## config.mk

```make
export PLATFORM = sky130hd
export DESIGN_NAME = snake_dir_input
export DESIGN_NICKNAME = d
export VERILOG_FILES = /design/src/rtl/snake_dir_input.sv
export SDC_FILE = /design/constraint.sdc
export NUM_CORES = 1
export LEC_CHECK = 0
export BUFFER_PORTS_ARGS = -buffer_cell sky130_fd_sc_hd__buf_2
export CAP_MARGIN = 20
export CORE_MARGIN = 2
export CORE_UTILIZATION = 35
export DETAILED_ROUTE_END_ITERATION = 6
export GPL_TIMING_DRIVEN = 1
export PLACE_DENSITY = 0.55
export SETUP_SLACK_MARGIN = 0.05
export SLEW_MARGIN = 20
export SYNTH_ARGS = -nofsm -noshare
export SYNTH_HDL_FRONTEND = slang
export SYNTH_SLANG_ARGS = --single-unit
```

## constraint.sdc

```tcl
create_clock -name clock -period 3.15 [get_ports clock]
set_input_delay 0.63 -clock clock [delete_from_list [all_inputs] [get_ports clock]]
set_output_delay 0.63 -clock clock [all_outputs]
set_load 0.01 [all_outputs]
```

## src/rtl/snake_dir_input.sv

```systemverilog
// Registered direction-input stage: synchronises and debounces four push buttons, decodes
// PS/2 arrow/WASD make codes, filters illegal turns and commits the queued direction on step.
module snake_dir_input #(
    parameter int DEBOUNCE_CYCLES = 500000,
    parameter int CNT_W           = 20,
    parameter int INIT_DIR        = 2
) (
    input  logic        clock,
    input  logic        resetn,
    input  logic        up,
    input  logic        down,
    input  logic        left,
    input  logic        right,
    input  logic        ps2_key_pressed,
    input  logic [7:0]  ps2_key_data,
    input  logic        step,
    input  logic        clear,
    output logic [31:0] move,
    output logic [2:0]  pending,
    output logic        dir_changed
);

    localparam logic [CNT_W-1:0] CNT_LAST  = CNT_W'(DEBOUNCE_CYCLES - 1);
    localparam logic [2:0]       INIT_MOVE = 3'(INIT_DIR);

    typedef enum logic [1:0] {
        PS_IDLE,
        PS_EXT,
        PS_BRK,
        PS_EXT_BRK
    } ps2_state_e;

    // Bit i carries direction code i+1, so index order is also arbitration order.
    logic [3:0] btn_raw;
    assign btn_raw = {left, down, right, up};

    logic [3:0]       sync1_q, sync2_q, deb_q, press_q;
    logic [CNT_W-1:0] cnt_q [4];

    // NOTE: sequential state uses <= only, so every flop samples pre-edge values of its peers.
    always_ff @(posedge clock or negedge resetn) begin
        if (!resetn) begin
            sync1_q <= '1;
            sync2_q <= '1;
            deb_q   <= '1;
            press_q <= '0;
            for (int i = 0; i < 4; i++) cnt_q[i] <= '0;
        end else begin
            sync1_q <= btn_raw;
            sync2_q <= sync1_q;
            for (int i = 0; i < 4; i++) begin
                press_q[i] <= 1'b0;
                if (sync2_q[i] != deb_q[i]) begin
                    if (cnt_q[i] == CNT_LAST) begin
                        deb_q[i]   <= sync2_q[i];
                        cnt_q[i]   <= '0;
                        press_q[i] <= ~sync2_q[i];
                    end else begin
                        cnt_q[i] <= cnt_q[i] + 1'b1;
                    end
                end else begin
                    cnt_q[i] <= '0;
                end
            end
        end
    end

    function automatic logic [2:0] wasd_dir(input logic [7:0] code);
        case (code)
            8'h1D:   return 3'd1;
            8'h23:   return 3'd2;
            8'h1B:   return 3'd3;
            8'h1C:   return 3'd4;
            default: return 3'd0;
        endcase
    endfunction

    function automatic logic [2:0] arrow_dir(input logic [7:0] code);
        case (code)
            8'h75:   return 3'd1;
            8'h74:   return 3'd2;
            8'h72:   return 3'd3;
            8'h6B:   return 3'd4;
            default: return 3'd0;
        endcase
    endfunction

    ps2_state_e ps_state_q;
    logic [2:0] ps_evt_q;

    always_ff @(posedge clock or negedge resetn) begin
        if (!resetn) begin
            ps_state_q <= PS_IDLE;
            ps_evt_q   <= '0;
        end else if (clear) begin
            ps_state_q <= PS_IDLE;
            ps_evt_q   <= '0;
        end else begin
            ps_evt_q <= '0;
            if (ps2_key_pressed) begin
                case (ps_state_q)
                    PS_IDLE: begin
                        if (ps2_key_data == 8'hE0)      ps_state_q <= PS_EXT;
                        else if (ps2_key_data == 8'hF0) ps_state_q <= PS_BRK;
                        else                            ps_evt_q   <= wasd_dir(ps2_key_data);
                    end
                    PS_EXT: begin
                        if (ps2_key_data == 8'hF0) begin
                            ps_state_q <= PS_EXT_BRK;
                        end else begin
                            ps_evt_q   <= arrow_dir(ps2_key_data);
                            ps_state_q <= PS_IDLE;
                        end
                    end
                    default: ps_state_q <= PS_IDLE;
                endcase
            end
        end
    end

    logic [2:0] cand, eff, eff_rev;
    logic       commit, accept;
    logic [2:0] move_q, move_d, pending_q, pending_d;
    logic       dc_q, dc_d;

    // NOTE: every always_comb output gets a default first, so no path can infer a latch.
    always_comb begin
        cand = ps_evt_q;
        for (int i = 3; i >= 0; i--) begin
            if (press_q[i]) cand = 3'(i + 1);
        end
        commit  = step && (pending_q != 3'd0);
        eff     = commit ? pending_q : move_q;
        eff_rev = (eff > 3'd2) ? eff - 3'd2 : eff + 3'd2;
        accept  = (cand != 3'd0) && (cand != eff) && (cand != eff_rev);

        move_d    = move_q;
        pending_d = pending_q;
        dc_d      = 1'b0;
        if (clear) begin
            move_d    = INIT_MOVE;
            pending_d = 3'd0;
        end else begin
            if (commit) begin
                move_d    = pending_q;
                pending_d = 3'd0;
                dc_d      = 1'b1;
            end
            if (accept) pending_d = cand;
        end
    end

    always_ff @(posedge clock or negedge resetn) begin
        if (!resetn) begin
            move_q    <= INIT_MOVE;
            pending_q <= 3'd0;
            dc_q      <= 1'b0;
        end else begin
            move_q    <= move_d;
            pending_q <= pending_d;
            dc_q      <= dc_d;
        end
    end

    assign move        = {29'd0, move_q};
    assign pending     = pending_q;
    assign dir_changed = dc_q;

endmodule
```

==> results.yml <==
status:
  status: "completed"
timing:
  timing.final.crit_share: 0.902
  rsz0062_at_grt: "false"
  hold_viol: 0
  max_slew_margin: 0.532
  fmax_ghz: 0.352
  setup_ws_ps: 309
  slew_violations: 0
  fin_skew_ps: 7.28
  fin_setup_tns_ps: 0
  worstMarginPinSlew_ps: 703
  setup_viol: 0
  fin_crit_ps: 2840
floorplan:
  ios: 53
  die_w_um: 128
  rows: 45
  dieArea_mm2: 0.0164
  core_area_mm2: 0.0151
  die_h_um: 128
  initial_utilization: 0.356
clock_tree:
  clock_latency_ps: 350
  cts_max_path_buffers: 2
  cts_sinks: 108
  post_cts_buffers: 0
  cts-buffers-inserted: 9
  clkSlewWorstSetupHoldPaths_ps: 70
  cts_tree: "done"
  clockRootBuffer: "clkbuf_16"
  postCtsHoldBufs: 0
  cts_resized: 0
  cts_htree_levels: 3
power:
  p_per_area_mw_per_mm2: 466
  leakage_nw: 2.56
  peakVddDrop_mv: 0.249
drt:
  detail-route-antenna-nets: 0
  wl_per_cell_um: 12.2
  viasPerCell: 4.82
  drt-total-wl_mm: 9.35
  vias: 3691
  drt_iter0_drc: 172
  route.detailed.drc: 0
  drt_first_pass_iters: 4
cells_and_area:
  nets: 594
  final_area_mm2: 0.00589
  fin_util: 0.390
  syn_to_final_growth_pct: 9.52
  drive_above_1_share: 0.113
  final_cells: 765
  antennaDiodeCount: 0
placed_design:
  dp.cells: 749
  dp_hpwl_mm: 6.50
  post-place-ws_ps: 57.4
  gp_congestion: 0.822
  io_buffer_count: 23
  dpl_cell_area_mm2: 0.00557
logic_synthesis:
  synth_compound_area_frac: 0.0391
  yosys.area_share.simple: 0.248
  synth_top_family_by_area: "simple AND/OR/NAND/NOR gates"
  synth_warnings: 0
  yosys_register_bits: 108
  synth_fa_ha_area_frac: 0.0116
  synthFlopType: "dfrtp_1"
  syn_inst: 549
  avgSynthCellArea_um2: 9.79
  muxShareOfSynthArea: 0.0161
  synth.yosys.seq_area_share: 0.506
  synth_xor_area_frac: 0.119
  synth_edf_count: 0
  synth_area_mm2: 0.00537
  synth_cell_types: 49
  postSynth.asyncResetShare: 1.00
setup_path:
  rr_startpoint: "pending[1]$_DFFE_PN0P_"
  critPathMaxFanout: 8
  reg2regPathDepth: 10
  endpoint_kind: "register"
  crit-reg2reg-capture: "pending[1]$_DFFE_PN0P_"
  worstPathRequired_ps: 3380
  r2r_slack_ps: 310
  path_class: "register to register"
  crit_path_start_kind: "register"
  arrival_ps: 3070
global_route:
  grt_pass1_wl_mm: 16.7
  busiest_layer: "met2"
  gr-total-overflow: 0
  grt_antenna_before_repair: 0
  grt_use_met3: 0.0313
  grt_use_met1: 0.159
  grt_pass1_vias: 3701
  grt_max_degree: 65
  grt_usage: 0.125
  grt_use_met2: 0.205
hold_path:
  hp-class: "input pin to asynchronous set/reset pin"
run:
  maxCapViolations: 0
==> stage by stage <==
step / power (W) / hold slack, ps
2_1_floorplan: 0.00154 / 334
4_1_cts: 0.00279 / 301
3_5_place_dp: 0.00157 / 347
5_1_grt: 0.00287 / 330
3_3_place_gp: 0.00157 / 346
6_report: 0.00274 / 283
==> power by group <==
group,leakage [nW],internal (W),total (W),switching (W)
combinational,0.949,0.0000316,0.000118,0.0000863
sequential,1.45,0.00141,0.00142,0.0000159
clock,0.159,0.000694,0.00120,0.000504
==> how the worst max path moves through the flow <==
stage,startpoint,endpoint,depth (start not counted)
final,pending[1]$_DFFE_PN0P_,pending[1]$_DFFE_PN0P_,10
after floorplan,step,pending[1]$_DFFE_PN0P_,11
after detailed placement,step,pending[1]$_DFFE_PN0P_,11
after global placement,step,pending[1]$_DFFE_PN0P_,11
after global routing,pending[1]$_DFFE_PN0P_,pending[1]$_DFFE_PN0P_,10
after CTS,pending[1]$_DFFE_PN0P_,pending[1]$_DFFE_PN0P_,10
==> cell usage after synthesis, types with 3 or more instances <==
cell type | count | area [um2]
o21ai_0 | 8 | 40.0
xnor2_1 | 31 | 272
dfrtp_1 | 95 | 2380
nand2b_1 | 6 | 37.5
and4_1 | 4 | 35.0
xor2_1 | 42 | 368
and3b_1 | 3 | 26.3
buf_4 | 33 | 248
or4_1 | 3 | 22.5
inv_1 | 11 | 41.3
nand2_1 | 35 | 131
nor3_1 | 14 | 70.1
or2_2 | 3 | 18.8
and3_1 | 12 | 75.1
ha_1 | 5 | 62.6
buf_2 | 5 | 25.0
or3b_2 | 3 | 26.3
a21oi_1 | 14 | 70.1
nor2_1 | 103 | 387
and2_1 | 3 | 18.8
nor4b_1 | 5 | 43.8
nand3_1 | 34 | 170
nor4_1 | 6 | 37.5
mux2i_1 | 3 | 30.0
nand4_1 | 14 | 87.6
dfstp_2 | 13 | 342
mux2_2 | 4 | 45.0
nor2b_1 | 3 | 18.8
nor3b_1 | 3 | 22.5
or3_1 | 7 | 43.8
==> area by class of cell <==
| class | count | area, um2 |
|---|---|---|
| Fill cell | 1457 | 9200 |
| Tap cell | 188 | 235 |
| Inverter | 11 | 41.3 |
| Sequential cell | 108 | 2720 |
| Clock buffer | 9 | 225 |
| Clock inverter | 7 | 88.8 |
| Multi-Input combinational cell | 418 | 2440 |
| Timing Repair Buffer | 24 | 138 |
==> flip-flops by register name, summed over array words and instances, names as in the netlist, 3 cells and up <==
signal	flops
cnt_q	80
deb_q	4
press_q	4
sync1_q	4
sync2_q	4
move_q	3
pending	3
ps_evt_q	3
==> critical path, cell delays in order (launching register included) <==
cell	delay (ps)
dfrtp_1	470
o21ai_0	190
a22o_1	170
inv_1	60
ha_1	220
o31a_1	320
a221o_1	350
mux2i_1	220
mux2i_1	300
nor2_2	100
mux2_1	320
==> layout by cell type, fill, tap and decap left out, types with 5 or more instances in the layout <==
| cell type | instances |
|---|---|
| nand3_1 | 34 |
| ha_1 | 5 |
| xor2_1 | 42 |
| xnor2_1 | 31 |
| nor4b_1 | 5 |
| a21oi_1 | 14 |
| or3_1 | 7 |
| buf_2 | 22 |
| nor4_1 | 6 |
| dfstp_2 | 13 |
| inv_1 | 11 |
| nand4_1 | 14 |
| nand2_1 | 35 |
| nor3_1 | 14 |
| o21ai_0 | 8 |
| clkbuf_16 | 9 |
| conb_1 | 29 |
| and3_1 | 12 |
| dfrtp_1 | 95 |
| nand2b_1 | 6 |
| nor2_1 | 103 |
==> kinds of logic (layout without fill, tap and decap cells) <==
group,count (synthesis),after routing
multiplexers,8,8
buffers and inverters,51,51
XOR/XNOR,73,73
other,1,29
flip-flops,108,108
AO/OA/AOI/OAI,34,34
AND/OR/NAND/NOR,269,269
adder cells (fa/ha/maj),5,5
==> per-layer routing <==
layer	routed length, um	vias up
li1	-	1837
met1	4390	1774
met2	4440	65
met3	338	15
met4	170	0
met5	0	-
(Power assumes the default switching activity.)
